**src/rtl/branch_pc_unit.sv**
```systemverilog
// Fetch PC register and branch resolution: decides taken/not-taken, redirects the PC
// and holds a timed flush. Optional BRANCH_STATS_EN adds branch/taken counters.
module branch_pc_unit #(
  parameter int unsigned     PC_W         = 32,
  parameter logic [PC_W-1:0] RESET_PC     = '0,
  parameter int unsigned     FLUSH_CYCLES = 2
) (
  input  logic            clock,
  input  logic            reset,
  input  logic            stall,
  input  logic            br_valid,
  input  logic [2:0]      br_op,
  input  logic [PC_W-1:0] br_pc,
  input  logic [16:0]     br_imm,
  input  logic [26:0]     jmp_target,
  input  logic [PC_W-1:0] jr_addr,
  input  logic            not_equal,
  input  logic            less_than,
  output logic [PC_W-1:0] pc,
  output logic            flush,
  output logic            redirect,
  output logic            link_we,
  output logic [PC_W-1:0] link_addr
`ifdef BRANCH_STATS_EN
  ,
  output logic [31:0]     br_count,
  output logic [31:0]     taken_count
`endif
);

  typedef enum logic {
    S_RUN,
    S_FLUSH
  } state_e;

  typedef enum logic [2:0] {
    OP_NONE = 3'b000,
    OP_BNE  = 3'b001,
    OP_BLT  = 3'b010,
    OP_J    = 3'b011,
    OP_JAL  = 3'b100,
    OP_JR   = 3'b101,
    OP_BEX  = 3'b110,
    OP_RSVD = 3'b111
  } br_op_e;

  state_e          state_q, state_d;
  logic [2:0]      cnt_q, cnt_d;
  logic [PC_W-1:0] pc_q, pc_d;
  logic            flush_q, flush_d;
  logic            redirect_q, redirect_d;
  logic            link_we_q, link_we_d;
  logic [PC_W-1:0] link_addr_q, link_addr_d;

  br_op_e          op;
  logic [PC_W-1:0] imm_sext;
  logic [PC_W-1:0] seq_pc;
  logic [PC_W-1:0] target;
  logic            cond_br;
  logic            take_cond;
  logic            evaluate;
  logic            take;

  assign op       = br_op_e'(br_op);
  assign imm_sext = PC_W'($signed(br_imm));
  assign seq_pc   = pc_q + PC_W'(1);
  assign evaluate = (state_q == S_RUN) && br_valid && !stall;
  assign take     = evaluate && take_cond;

  // Branch decode: condition and target of the X-stage instruction.
  always_comb begin
    cond_br   = 1'b0;
    take_cond = 1'b0;
    target    = '0;
    case (op)
      OP_BNE: begin
        cond_br   = 1'b1;
        take_cond = not_equal;
        target    = br_pc + PC_W'(1) + imm_sext;
      end
      OP_BLT: begin
        cond_br   = 1'b1;
        take_cond = less_than;
        target    = br_pc + PC_W'(1) + imm_sext;
      end
      OP_BEX: begin
        cond_br   = 1'b1;
        take_cond = not_equal;
        target    = PC_W'(jmp_target);
      end
      OP_J, OP_JAL: begin
        take_cond = 1'b1;
        target    = PC_W'(jmp_target);
      end
      OP_JR: begin
        take_cond = 1'b1;
        target    = jr_addr;
      end
      default: begin
        take_cond = 1'b0;
      end
    endcase
  end

  // State register, including the registered outputs.
  always_ff @(posedge clock) begin
    if (reset) begin
      state_q     <= S_RUN;
      cnt_q       <= '0;
      pc_q        <= RESET_PC;
      flush_q     <= 1'b0;
      redirect_q  <= 1'b0;
      link_we_q   <= 1'b0;
      link_addr_q <= '0;
    end else begin
      state_q     <= state_d;
      cnt_q       <= cnt_d;
      pc_q        <= pc_d;
      flush_q     <= flush_d;
      redirect_q  <= redirect_d;
      link_we_q   <= link_we_d;
      link_addr_q <= link_addr_d;
    end
  end

  // Next-state logic. A single-cycle flush never leaves RUN.
  always_comb begin
    state_d = state_q;
    cnt_d   = cnt_q;
    case (state_q)
      S_RUN: begin
        if (take) begin
          cnt_d = 3'(FLUSH_CYCLES - 1);
          if (FLUSH_CYCLES > 1) state_d = S_FLUSH;
        end
      end
      S_FLUSH: begin
        if (!stall) begin
          if (cnt_q == 3'd0) state_d = S_RUN;
          else               cnt_d   = cnt_q - 3'd1;
        end
      end
      default: state_d = S_RUN;
    endcase
  end

  // Output logic: next values of the registered PC, flush and pulse outputs.
  always_comb begin
    pc_d        = pc_q;
    flush_d     = flush_q;
    redirect_d  = take;
    link_we_d   = take && (op == OP_JAL);
    link_addr_d = link_addr_q;
    if (link_we_d) link_addr_d = br_pc + PC_W'(1);
    case (state_q)
      S_RUN: begin
        if (!stall) begin
          if (take) begin
            pc_d    = target;
            flush_d = 1'b1;
          end else begin
            pc_d    = seq_pc;
            flush_d = 1'b0;
          end
        end
      end
      S_FLUSH: begin
        flush_d = 1'b1;
        if (!stall) begin
          pc_d = seq_pc;
          if (cnt_q == 3'd0) flush_d = 1'b0;
        end
      end
      default: begin
        flush_d = 1'b0;
      end
    endcase
  end

  assign pc        = pc_q;
  assign flush     = flush_q;
  assign redirect  = redirect_q;
  assign link_we   = link_we_q;
  assign link_addr = link_addr_q;

`ifdef BRANCH_STATS_EN
  logic [31:0] br_count_q;
  logic [31:0] taken_count_q;

  always_ff @(posedge clock) begin
    if (reset) begin
      br_count_q    <= '0;
      taken_count_q <= '0;
    end else begin
      if (evaluate && cond_br && (br_count_q != '1))
        br_count_q <= br_count_q + 32'd1;
      if (take && cond_br && (taken_count_q != '1))
        taken_count_q <= taken_count_q + 32'd1;
    end
  end

  assign br_count    = br_count_q;
  assign taken_count = taken_count_q;
`endif

endmodule

```
**config.mk**
```make
export PLATFORM = sky130hd
export DESIGN_NAME = branch_pc_unit
export DESIGN_NICKNAME = d
export VERILOG_FILES = /design/src/rtl/branch_pc_unit.sv
export SDC_FILE = /design/constraint.sdc
export NUM_CORES = 1
export LEC_CHECK = 0
export CORE_MARGIN = 2
export CORE_UTILIZATION = 49
export CTS_CLUSTER_DIAMETER = 150
export DETAILED_ROUTE_END_ITERATION = 7
export PLACE_DENSITY = 0.82
export SETUP_SLACK_MARGIN = 0.2
export SLEW_MARGIN = 20
export SYNTH_ARGS = -nofsm -noshare
export SYNTH_HDL_FRONTEND = slang
export SYNTH_SLANG_ARGS = --single-unit
```
**constraint.sdc**
```tcl
create_clock -name clock -period 5 [get_ports clock]
set_input_delay 1.5 -clock clock [delete_from_list [all_inputs] [get_ports clock]]
set_output_delay 1.5 -clock clock [all_outputs]
set_load 0.005 [all_outputs]
```
==> run metrics <==
status completed; Syn Std Cell Area 6280 µm²; post-route clock period utilization 92.2%; drc violations 0; number of synthesized flops with an enable pin 0; clk root buf clkbuf_16; Clock Path Buffers 2; top cells by count, synth a21oi_1, nor2_1, nand2_1; DR WL/cell 16.5 µm; HP Class reg2reg; Final Hold Fails 0; Die X 117 µm; vias in the first global route 6787; DR pass1 iterations 5; # IOs 184; final net count 1230; largest area contributor in the netlist dfxtp_1; Syn Area/Cell 7.23 µm²; fraction of power spent switching nets 32.5%; RSZ-0062 raised after global routing yes; antenna-violating nets left 0; vias post-DR 7238; later-pin clock latency in the skew report 0.35 ns; Vias/cell 5.80; initial core utilization 50.0%; nature of the critical path startpoint primary input; Peak VDD IR 166 µV; Post-Syn Instances 869; DP HPWL 15.9 mm; Die Area 13700 µm²; Port Buf Inserts 183; top-area cell type share of the netlist area 22.6%; Area after DPL 8540 µm²; Initial DRC Count 676; Hold Worst Slack 0.463 ns; Setup WS pre-CTS -0.119 ns; total power per unit cell area 215 nW/µm²; endpoints failing setup 0; Tot GR Track Use 29.9%; row count 41; first-pass GRT wire length 32.5 mm; synthesis warning total 0; initial antenna violation count 0; Psw 0.000620 W; clock share of power 35.3%; TritonCTS clock tree done; top post-synthesis cells by area dfxtp_1, a21oi_1, ha_1; largest net degree at the start of global routing 42; Die Ht 117 µm; Post-synth ARST share 0%; CTS clk-pin slew, worst paths 0.06 ns; P_leak 3.27 nW; crit path DAT 4.87 ns; final-report max-slew violation count 0; clk sinks 71; Max Fclk 217 MHz; crit path max fanout 3; Crit path required time 5.26 ns; cts bufs inserted 9; cell with the most instances after synthesis a21oi_1; Mapped Nets 1029; Max Cap Viol 0; Total Power 0.00191 W; final core utilization 70.7%; actual slew at the worst max-slew pin 1.00 ns; min Tclk post-route 4.61 ns; Core Footprint 12600 µm²; critical path type in2reg; share of cells above drive strength 1 9.77%; count of different cell masters after synthesis 72; Setup Skew 0.00842 ns; Comb pwr share 32.8%; Slew HR 32.9%; CTS hold repair buffers 0; GPL Wtd Cong 0.919; PnR worst setup slack 0.389 ns; total wire length 20.6 mm; Synth-to-Final Area Change 41.4%; Internal 0.00129 W; Yosys reg bits 71; Reg power frac 31.9%; # H-tree levels 3; Top FF cell, synth dfxtp_1; Design Area, Final 8880 µm²; # diodes 0; post-synthesis sequential area ratio 22.6%; GR Overflow Total 0; CP endpoint kind flop
[final timing paths]
check                     start             to  cells past startpoint  slack [ns]
hold reg to reg   link_addr[10]  link_addr[10]                      2        0.46
hold / removal    link_addr[10]  link_addr[10]                      2        0.46
setup / recovery       br_pc[3]         pc[30]                     15        0.39
setup reg to reg          pc[0]         pc[24]                      9        2.35
[cell families after synthesis]
kind of cell             after synthesis  synth area share [%]
AO/OA/AOI/OAI                        259                  26.3
XOR/XNOR                              55                  7.67
adder cells (fa/ha/maj)               43                  8.68
buffers and inverters                 64                  3.98
flip-flops                            71                  22.6
multiplexers                           9                  1.49
AND/OR/NAND/NOR                      368                  29.2
[registers in the layout, summed over array words and instances, names as in the netlist]
| name | flops |
|---|---|
| cnt_q | 3 |
| flush | 1 |
| link_addr | 32 |
| link_we | 1 |
| pc | 32 |
| redirect | 1 |
| state_q | 1 |
[layout make-up]
class	instances	area, µm²
repair buffers	237	2230
multi-input cells	734	4650
inverters	17	63.8
fillers	1040	3680
flip-flops and latches	71	1420
clock inverters	7	78.8
clock buffers	9	225
well taps	172	215
[power groups by stage]
stage	registers (W)	logic [W]	clock network [W]
after global routing	0.000612	0.000684	0.000713
after CTS	0.000608	0.000615	0.000682
after detailed placement	0.000621	0.000611	0
final	0.000609	0.000626	0.000673
after global placement	0.000620	0.000604	0
after floorplan	0.000618	0.000340	0
[through the flow]
stage          TNS [ns]  std cells
6_report              0       1247
3_3_place_gp    -0.0269       1230
5_1_grt               0       1247
4_1_cts               0       1246
2_1_floorplan         0        869
3_5_place_dp     -0.222       1230
[routing by layer]
layer  part of all wire [%]  global-route usage, %  up-vias
met4                    2.3                   11.6        0
met2                     45                   47.3      324
met1                     46                   40.7     3288
li1                       -                      -     3591
met5                      0                      0        -
met3                    7.5                   4.89       35
[cells in the final DEF, fill, tap and decap left out, drive strengths merged, types with 9 or more instances in the layout]
| master | netlist | routed |
|---|---|---|
| buf | 13 | 55 |
| nand4 | 10 | 10 |
| a221oi | 20 | 20 |
| o21ai | 51 | 51 |
| and2 | 11 | 11 |
| a21oi | 112 | 112 |
| xnor2 | 36 | 36 |
| clkdlybuf4s50 | 0 | 182 |
| and3 | 13 | 13 |
| nor3 | 37 | 37 |
| dfxtp | 71 | 71 |
| nand2 | 98 | 98 |
| nand3 | 41 | 41 |
| xor2 | 19 | 19 |
| ha | 42 | 42 |
| clkbuf | 34 | 9 |
| nor2 | 101 | 101 |
| nor2b | 10 | 10 |
| and4 | 10 | 10 |
| inv | 17 | 20 |
[worst max-delay path: stages]
cell,delay (ns)
clkdlybuf4s50_1,0.49
and4_1,0.25
nor2b_4,0.17
and2_2,0.20
nand3_1,0.13
xnor2_2,0.17
ha_1,0.32
nand2_1,0.08
nor2_1,0.16
a32oi_1,0.12
nand4b_2,0.14
a31oi_2,0.11
o31a_1,0.28
or4b_1,0.54
a311oi_2,0.20
[what timing repair did]
action | 4_1_cts | 5_1_grt
endpoints found under the hold margin | 0 | 0
setup endpoints to repair | 0 | 13
resized for setup | 0 | 13
buffers inserted | 0 | 1
(Power assumes the default switching activity.)
